### src/rtl/rr_quantum_arbiter_if.sv
// Request/grant bundle between the requesting agents and the round-robin
// quantum arbiter. The master side drives requests; the slave side is the
// arbiter that returns grant, owner id, busy and the preemption pulse.
interface rr_quantum_arbiter_if #(
    parameter int N = 4
) ();
    localparam int IW = (N > 1) ? $clog2(N) : 1;

    logic [N-1:0]  r;
    logic [N-1:0]  g;
    logic [IW-1:0] gid;
    logic          busy;
    logic          preempt;

    modport master (
        output r,
        input  g,
        input  gid,
        input  busy,
        input  preempt
    );

    modport slave (
        input  r,
        output g,
        output gid,
        output busy,
        output preempt
    );
endinterface

### src/rtl/rr_quantum_arbiter.sv
// Round-robin arbiter with a grant time-slice. One owner at a time holds a
// registered one-hot grant. Once it has held the resource for QUANTUM
// consecutive cycles while somebody else waits, it is preempted through a
// one-cycle HANDOFF state. It then ranks last in the next arbitration.
// CW must be wide enough that QUANTUM fits (2**CW > QUANTUM).
module rr_quantum_arbiter #(
    parameter int N       = 4,
    parameter int QUANTUM = 8,
    parameter int CW      = 4
) (
    input  logic                 clk,
    input  logic                 rst,
    rr_quantum_arbiter_if.slave  bus
);
    localparam int IW = (N > 1) ? $clog2(N) : 1;

    typedef enum logic [1:0] {
        IDLE    = 2'd0,
        GRANT   = 2'd1,
        HANDOFF = 2'd2
    } state_t;

    state_t        state_q, state_d;
    logic [N-1:0]  g_q, g_d;
    logic [IW-1:0] gid_q, gid_d;
    logic          busy_q, busy_d;
    logic          preempt_q, preempt_d;
    logic [CW-1:0] cnt_q, cnt_d;
    logic [IW-1:0] ptr_q, ptr_d;

    logic          win_found;
    logic [IW-1:0] win_idx;
    logic [IW-1:0] win_next;
    logic [N-1:0]  win_onehot;
    logic [N-1:0]  others;
    logic          owner_req;
    logic          at_quantum;

    // Rotating priority search: first set request starting at ptr, wrapping.
    always_comb begin
        win_found = 1'b0;
        win_idx   = '0;
        for (int i = 0; i < N; i++) begin
            int t;
            t = int'(ptr_q) + i;
            if (t >= N) begin
                t = t - N;
            end
            if (!win_found && bus.r[t]) begin
                win_found = 1'b1;
                win_idx   = IW'(t);
            end
        end
    end

    // Pointer moves to the slot just past the new owner.
    assign win_next = (int'(win_idx) == N - 1) ? '0 : win_idx + 1'b1;

    // Decode of the winner and the mask of requesters other than the owner.
    for (genvar gi = 0; gi < N; gi++) begin : g_decode
        assign win_onehot[gi] = (int'(win_idx) == gi);
        assign others[gi]     = bus.r[gi] & ~g_q[gi];
    end

    assign owner_req  = |(bus.r & g_q);
    assign at_quantum = (cnt_q == CW'(QUANTUM));

    // Next-state and next-output computation for the arbiter FSM.
    always_comb begin
        state_d   = state_q;
        g_d       = g_q;
        gid_d     = gid_q;
        busy_d    = busy_q;
        preempt_d = 1'b0;
        cnt_d     = cnt_q;
        ptr_d     = ptr_q;

        unique case (state_q)
            IDLE: begin
                if (win_found) begin
                    state_d = GRANT;
                    g_d     = win_onehot;
                    gid_d   = win_idx;
                    busy_d  = 1'b1;
                    cnt_d   = CW'(1);
                    ptr_d   = win_next;
                end
            end
            GRANT: begin
                if (!owner_req) begin
                    // Voluntary release wins over expiry; no pulse.
                    state_d = IDLE;
                    g_d     = '0;
                    gid_d   = '0;
                    busy_d  = 1'b0;
                    cnt_d   = '0;
                end else if (at_quantum) begin
                    if (|others) begin
                        state_d   = HANDOFF;
                        g_d       = '0;
                        gid_d     = '0;
                        busy_d    = 1'b0;
                        cnt_d     = '0;
                        preempt_d = 1'b1;
                    end
                    // Nobody waiting: keep the grant, counter saturates.
                end else begin
                    cnt_d = cnt_q + 1'b1;
                end
            end
            HANDOFF: begin
                state_d = IDLE;
            end
            default: begin
                state_d = IDLE;
                g_d     = '0;
                gid_d   = '0;
                busy_d  = 1'b0;
                cnt_d   = '0;
            end
        endcase
    end

    // State and registered outputs; reset overrides everything, mid-grant too.
    always_ff @(posedge clk) begin
        if (rst) begin
            state_q   <= IDLE;
            g_q       <= '0;
            gid_q     <= '0;
            busy_q    <= 1'b0;
            preempt_q <= 1'b0;
            cnt_q     <= '0;
            ptr_q     <= '0;
        end else begin
            state_q   <= state_d;
            g_q       <= g_d;
            gid_q     <= gid_d;
            busy_q    <= busy_d;
            preempt_q <= preempt_d;
            cnt_q     <= cnt_d;
            ptr_q     <= ptr_d;
        end
    end

    assign bus.g       = g_q;
    assign bus.gid     = gid_q;
    assign bus.busy    = busy_q;
    assign bus.preempt = preempt_q;

endmodule

### src/flat_wrapper.sv
// flat-port wrapper written by rule: the top's interface ports become plain ports
module rr_quantum_arbiter_flat 
#(
    parameter int N       = 4,
    parameter int QUANTUM = 8,
    parameter int CW      = 4
)
  (clk, rst, bus_r, bus_g, bus_gid, bus_busy, bus_preempt);
  rr_quantum_arbiter_if #(.N(N)) bus_i ();
  input  logic clk;
  input  logic rst;
  input wire logic [$bits(bus_i.r)-1:0] bus_r;
  output wire logic [$bits(bus_i.g)-1:0] bus_g;
  output wire logic [$bits(bus_i.gid)-1:0] bus_gid;
  output wire logic [$bits(bus_i.busy)-1:0] bus_busy;
  output wire logic [$bits(bus_i.preempt)-1:0] bus_preempt;
  assign bus_i.r = bus_r;
  assign bus_g = bus_i.g;
  assign bus_gid = bus_i.gid;
  assign bus_busy = bus_i.busy;
  assign bus_preempt = bus_i.preempt;
  rr_quantum_arbiter #(.N(N), .QUANTUM(QUANTUM), .CW(CW)) u_core (.clk(clk), .rst(rst), .bus(bus_i));
endmodule
### config.mk
export PLATFORM = sky130hd
export DESIGN_NAME = rr_quantum_arbiter_flat
export DESIGN_NICKNAME = d
export VERILOG_FILES = /design/src/rtl/rr_quantum_arbiter_if.sv /design/src/rtl/rr_quantum_arbiter.sv /design/src/flat_wrapper.sv
export SDC_FILE = /design/constraint.sdc
export NUM_CORES = 1
export LEC_CHECK = 0
export CAP_MARGIN = 10
export CORE_MARGIN = 5
export CORE_UTILIZATION = 55
export CTS_BUF_LIST = sky130_fd_sc_hd__clkbuf_4 sky130_fd_sc_hd__clkbuf_8
export DETAILED_ROUTE_END_ITERATION = 10
export GPL_ROUTABILITY_DRIVEN = 0
export PLACE_DENSITY = 0.81
export SYNTH_ARGS = -nofsm -noshare
export SYNTH_HDL_FRONTEND = slang
export SYNTH_SLANG_ARGS = --single-unit
### constraint.sdc
create_clock -name clk -period 1.8 [get_ports clk]
set_input_delay 0.54 -clock clk [delete_from_list [all_inputs] [get_ports clk]]
set_output_delay 0.54 -clock clk [all_outputs]
set_load 0.01 [all_outputs]
**Word level (Yosys, flattened, before mapping)**

Cells that the tools add are included.

- Register bits after elaboration: 16
- Bits in latches: 0
- RAM bits: 0
- ROM bits: 0
- Bits of input ports: 6
- Output and inout port bits: 8
- Logic and storage cells: 112
- Memories: 0

- Add/sub/neg operators: 9
- Multipliers: 0
- Divide/modulo/power cells: 0
- Order comparisons: 8
- Equality and inequality tests: 10
- Shifts and indexed selects: 0
- Mux-type cells: 50
- Bitwise logic cells: 13
- Reductions and logical operators: 15

Operator list:

| operator | count |
|---|---|
| less-than comparator 32 x 4 -> 1 bit (second input constant) | 4 |
| two-way mux 32 bit | 4 |
| >= comparator 32 x 4 -> 1 bit (second input constant) | 3 |
| subtractor 32 x 4 -> 32 bit (second input constant) | 3 |
| two-way mux 4 bit | 7 |
| two-way mux 2 bit | 13 |
| one-hot mux 4 bit (3 select lines) | 2 |
| two-way mux 1 bit | 17 |
| OR reduction 4 bit | 3 |
| binary-select mux 1 bit (select 2 bit) | 4 |
| inverter 1 bit | 8 |
| adder 2 x 2 -> 3 bit (second input constant) | 2 |
| equality test 2 bit (second input constant) | 3 |
| inequality test 3 bit (second input constant) | 2 |
| one-hot mux 2 bit (3 select lines) | 1 |
| AND reduction 3 bit | 2 |
| adder 4 x 1 -> 4 bit (second input constant) | 1 |
| bitwise AND 1 bit | 4 |
| bitwise AND 4 bit | 1 |
| equality test 2 x 1 -> 1 bit (second input constant) | 2 |
| equality test 4 bit (second input constant) | 1 |
| logical NOT 2 bit | 2 |
| inequality test 4 bit (second input constant) | 1 |
| one-hot mux 2 bit (2 select lines) | 1 |
| 10 further kinds | 14 |

**Depth between registers and ports, before layout**

- Depth after elaboration: 18
- Mapped depth: 7
- Depth with buffers taken out: 7

**Worst setup path before layout**

No wires, ideal clock.

- Path kind: input to register
- From: input port bus_r[0]
- To: register u_core.ptr_q[1]
- Setup time: 0.128 ns
- Data arrival time: 1.546 ns
- Required time: 1.672 ns
- Setup slack: 0.126 ns
- Stages: 7
- Path buffers: 0
- Cells stage by stage: a21oi_1 > o21a_1 > o22ai_1 > inv_1 > ha_1 > mux2i_1 > nor2_1

- Word-level cells in the longest chain between the ends: 15
- Elaborated cells between the ends (all ways): 30
- Classes of those cells: add/sub (1); eq/ne (1); mux (21); reduce/logical (7)

RTL lines:

| item | RTL line | RTL |
|---|---|---|
| start: declaration | flat_wrapper.sv:12 | `input wire logic [$bits(bus_i.r)-1:0] bus_r;` |
| binary-select mux 1 bit (select 2 bit) | rr_quantum_arbiter.sv:49 | `if (!win_found && bus.r[t]) begin` |
| two-way mux 1 bit (not written as such) (2 in series) | rr_quantum_arbiter.sv:49 |  |
| two-way mux 1 bit | rr_quantum_arbiter.sv:49 |  |
| logical NOT 1 bit | rr_quantum_arbiter.sv:49 |  |
| logical AND 1 bit | rr_quantum_arbiter.sv:49 |  |
| two-way mux 1 bit | rr_quantum_arbiter.sv:49 |  |
| logical NOT 1 bit | rr_quantum_arbiter.sv:49 |  |
| logical AND 1 bit | rr_quantum_arbiter.sv:49 |  |
| two-way mux 1 bit | rr_quantum_arbiter.sv:49 |  |
| logical NOT 1 bit | rr_quantum_arbiter.sv:49 |  |
| logical AND 1 bit | rr_quantum_arbiter.sv:49 |  |
| two-way mux 2 bit * | rr_quantum_arbiter.sv:49 |  |
| adder 2 x 1 -> 2 bit / equality test 2 x 1 -> 1 bit (equally long branches) | rr_quantum_arbiter.sv:57 | `assign win_next = (int'(win_idx) == N - 1) ? '0 : win_idx + 1'b1;` |
| two-way mux 2 bit * | rr_quantum_arbiter.sv:57 |  |
| net u_core.win_next[1] | rr_quantum_arbiter.sv:33 | `logic [IW-1:0] win_next;` |
| end signal: assignment | rr_quantum_arbiter.sv:141 | `ptr_q <= ptr_d;` |
| end: declaration | rr_quantum_arbiter.sv:29 | `logic [IW-1:0] ptr_q, ptr_d;` |

Mark *: on every way through the listed nets, which the timed path passes. The rest lies on a longest branch. The select of a mux whose other input is x is not followed.
A chain may end at the register's enable or synchronous reset.

**Final worst setup path**

- From: register u_core.g_q[2] (netlist: u_core.bus.g[2])
- To: output port bus_g[2]

RTL lines:

| item | RTL line | RTL |
|---|---|---|
| start: declaration | rr_quantum_arbiter.sv:24 | `logic [N-1:0] g_q, g_d;` |
| start signal: assignment | rr_quantum_arbiter.sv:136 | `g_q <= g_d;` |
| end: declaration | flat_wrapper.sv:13 | `output wire logic [$bits(bus_i.g)-1:0] bus_g;` |

No word-level cell between the ends.

==> metrics.md <==
| Metric | Value |
|---|---|
| Pin count of the biggest net entering global routing | `10` |
| Clock latency reported for the late side of the worst-skew pair | `0.29 ns` |
| N_diodes | `0` |
| Worst-path clk slew | `approximately 0.090 ns` |
| Critical path class | `reg2out` |
| End of the worst register-to-register path | `u_core.cnt_q[3]` |
| Critical path cell sequence | `clkdlybuf4s50_1` |
| Root buffer cell | `sky130_fd_sc_hd__clkbuf_4` |
| Post-detailed-route wirelength per cell | `15.8 um` |
| Worst slew slack as a fraction of its limit | `0.531` |
| Most frequent standard cell in the layout excluding fill and tap cells | `sky130_fd_sc_hd__buf_4` |
| Run status | `finished clean` |
| Number of cells on the worst reg-to-reg path | `5` |
| Class of the tightest hold or removal check | `reg2reg` |
| Antenna viol nets, final | `0` |
| Power after layout | `0.987 mW` |
| Floorplan row count | `14` |
| Clock sink count | `16` |
| Kind of cell with the highest combined delay on the critical path | `buffers and inverters` |
| Proportion of layout cells with a drive suffix above 1 | `0.271` |
| Worst IR drop on VDD | `0.000675 V` |
| Area share of the largest cell type after synthesis | `0.347` |
| Critical path startpoint | `u_core.bus.g[2]` |
| Vias in the first global route | `930` |
| Library cells used by synthesis | `37` |
| Number of antenna violations at the first check in global routing | `0` |
| Max capacitance violation total | `0` |
| Share of the clock period used by the worst path | `0.978` |
| Number of standard cells after synthesis | `about 110` |
| Worst-case hold path end point | `u_core.bus.busy` |
| Number of H-tree levels | `1` |
| PD cells | `771 nW/um2` |
| Count of buffer and inverter cells on the critical path | `1` |
| Ys Warns | `0` |
| Worst R2R Start | `u_core.cnt_q[0]` |
| Dpl hpwl | `approximately 1900 um` |
| Starting DRC count in detailed routing | `36` |
| Depth of the worst hold-timing path | `2` |
| Synth Area per Inst | `8.79 um2` |
| Worst R2R Setup Slack | `about 0.14 ns` |
| Total number of vias | `just over 900` |
| Sequential share of the synthesized area | `0.347` |
| Core Area | `1540 um2` |
| Die Footprint | `2600 um2` |
| Crit path arrival time | `1.22 ns` |
| Most used cells in the layout excluding fill and tap cells | `sky130_fd_sc_hd__buf_4 (19), sky130_fd_sc_hd__nand2_1 (13), sky130_fd_sc_hd__dfxtp_1 (12), sky130_fd_sc_hd__clkdlybuf4s50_1 (8)` |
| Via/cell ratio | `5.97` |
| Register bit count reported by yosys | `16` |
| Post-layout net count | `153` |
| CTS tree | `done` |
| Setup Skew | `0.00504 ns` |
| Area added between synthesis and finish | `38.6%` |
| Num CTS Buffers | `3` |
| Global-route wire length before repair | `between 4000 and 5000 um` |
| Die X-Extent | `51.0 um` |
| Crit start category | `flop` |
| Minimum period implied by the final worst setup slack | `1.76 ns` |
| Final Hold Fails | `0` |
| Data required time of the critical path | `1.26 ns` |
| Detailed-routing iteration count for the pre-antenna-repair pass | `4` |
| Max Slew Vio Count | `0` |
| Min-Delay Startpoint | `u_core.bus.busy` |
| Leakage power of the design | `0.550 nW` |
| Largest cells by area after synthesis | `sky130_fd_sc_hd__dfxtp_1 (35%), sky130_fd_sc_hd__ha_1 (8.1%), sky130_fd_sc_hd__nand2_1 (5.3%)` |
| Starting utilization of the core area | `0.599` |
| Post-synthesis net count | `117` |
| Chip height | `51.0 um` |
| CP Max Fanout | `4` |
| Number of endpoints failing setup at the final stage | `0` |
| Pin slew with the least headroom to its limit | `0.698 ns` |
| RSZ-0062 raised after global routing | `no` |
| Post-Syn Area | `923 um2` |
| Wirelength, routed | `2460 um` |
| Boundary Pins | `14` |
| CP endpoint kind | `output port` |
| Final global-route overflow total | `0` |
| Clock tree buffer depth | `2` |
| Max Clock Freq | `0.568 GHz` |
| GRT Total Usage | `0.208` |
| Slowest cell delay on critical path | `0.55 ns` |
| Cell taking the most area after synthesis | `sky130_fd_sc_hd__dfxtp_1` |
| Residual DRC count | `0` |
| Buffers added on ports | `13` |
| Slowest cell on the critical path | `sky130_fd_sc_hd__clkdlybuf4s50_1` |
| Hold slack | `0.481 ns` |
==> synthesized netlist by cell type <==
| cell | count |
|---|---|
| sky130_fd_sc_hd__a21o_1 | 2 |
| sky130_fd_sc_hd__a21oi_1 | 4 |
| sky130_fd_sc_hd__a21oi_2 | 1 |
| sky130_fd_sc_hd__a221o_1 | 1 |
| sky130_fd_sc_hd__a221oi_2 | 1 |
| sky130_fd_sc_hd__a22o_1 | 2 |
| sky130_fd_sc_hd__a31o_2 | 1 |
| sky130_fd_sc_hd__a32o_1 | 1 |
| sky130_fd_sc_hd__and3b_1 | 1 |
| sky130_fd_sc_hd__clkbuf_1 | 2 |
| sky130_fd_sc_hd__clkinv_1 | 1 |
| sky130_fd_sc_hd__dfxtp_1 | 16 |
| sky130_fd_sc_hd__ha_1 | 6 |
| sky130_fd_sc_hd__inv_1 | 6 |
| sky130_fd_sc_hd__mux2_2 | 1 |
| sky130_fd_sc_hd__mux2i_1 | 2 |
| sky130_fd_sc_hd__nand2_1 | 13 |
| sky130_fd_sc_hd__nand2b_1 | 2 |
| sky130_fd_sc_hd__nand3_1 | 3 |
| sky130_fd_sc_hd__nand3b_1 | 1 |
| sky130_fd_sc_hd__nand4_1 | 1 |
| sky130_fd_sc_hd__nor2_1 | 5 |
| sky130_fd_sc_hd__nor2b_1 | 6 |
| sky130_fd_sc_hd__nor3_1 | 5 |
| sky130_fd_sc_hd__nor3b_1 | 1 |
| sky130_fd_sc_hd__nor4_1 | 2 |
| sky130_fd_sc_hd__nor4_2 | 1 |
| sky130_fd_sc_hd__o211a_1 | 1 |
| sky130_fd_sc_hd__o21a_1 | 1 |
| sky130_fd_sc_hd__o21a_4 | 1 |
| sky130_fd_sc_hd__o21ai_0 | 6 |
| sky130_fd_sc_hd__o21ba_2 | 1 |
| sky130_fd_sc_hd__o21bai_1 | 2 |
| sky130_fd_sc_hd__o22ai_1 | 1 |
| sky130_fd_sc_hd__o32ai_1 | 2 |
| sky130_fd_sc_hd__o41ai_4 | 1 |
| sky130_fd_sc_hd__or2_2 | 1 |
==> power breakdown <==
group | internal [mW] | switching [mW]
combinational | 0.171 | 0.150
clock | 0.123 | 0.122
sequential | 0.388 | 0.0323
==> metal layers <==
metal | vias to the layer above | routed length, um | track usage
li1 | 455 | - | -
met1 | 438 | 1040 | 0.261
met2 | 33 | 1220 | 0.357
met3 | 6 | 173 | 0.0494
met4 | 0 | 30 | 0.0468
met5 | - | 0 | 0
==> through the flow <==
step / utilization / TNS, ns / worst slack [ns] / std cells / cell area [um2]
finish: 0.830 / 0 / 0.0389 / 156 / 1280
global route: 0.830 / 0 / 0.00282 / 156 / 1280
CTS: 0.821 / 0 / 0.00672 / 156 / 1260
detailed placement: 0.797 / -7.22 / -0.562 / 152 / 1230
global placement: 0.797 / -6.50 / -0.499 / 152 / 1230
floorplan: - / 0 / 0.126 / 105 / 923
==> cell families (layout without fill, tap and decap cells) <==
family,Yosys count,count (layout),synth area share
AND/OR/NAND/NOR,42,42,0.237
AO/OA/AOI/OAI,29,29,0.264
flip-flops,16,16,0.347
buffers and inverters,9,44,0.0366
adder cells (fa/ha/maj),6,6,0.0813
multiplexers,3,3,0.0339
==> layout make-up <==
| cell class | count | area (um2) |
|---|---|---|
| Clock buffer | 4 | 36.3 |
| Fill cell | 89 | 262 |
| Inverter | 7 | 26.3 |
| Multi-Input combinational cell | 80 | 579 |
| Sequential cell | 16 | 325 |
| Tap cell | 16 | 20.0 |
| Timing Repair Buffer | 33 | 293 |
==> worst max-delay path by stage <==
stage,depth (start not counted),endpoint
6_report,1,bus_g[2]
5_1_grt,1,bus_g[0]
4_1_cts,1,bus_g[1]
3_5_place_dp,8,u_core.bus.g[2]
3_3_place_gp,8,u_core.bus.g[0]
2_1_floorplan,7,u_core.ptr_q[1]
==> registers in the layout (all words and copies together) (netlist names) <==
| register | flops |
|---|---|
| u_core.bus.g | 4 |
| u_core.state_q | 2 |
| u_core.bus.gid | 2 |
| u_core.cnt_q | 4 |
| u_core.bus.preempt | 1 |
| u_core.bus.busy | 1 |
| u_core.ptr_q | 2 |
==> repair_timing <==
action,4_1_cts,5_1_grt
buffers inserted,0,0
pin swaps,0,1
hold buffers,0,0
setup endpoints to repair,17,8
cloned,0,0
gates resized for setup,8,5
Note: power is estimated with default switching activity, not from simulation.
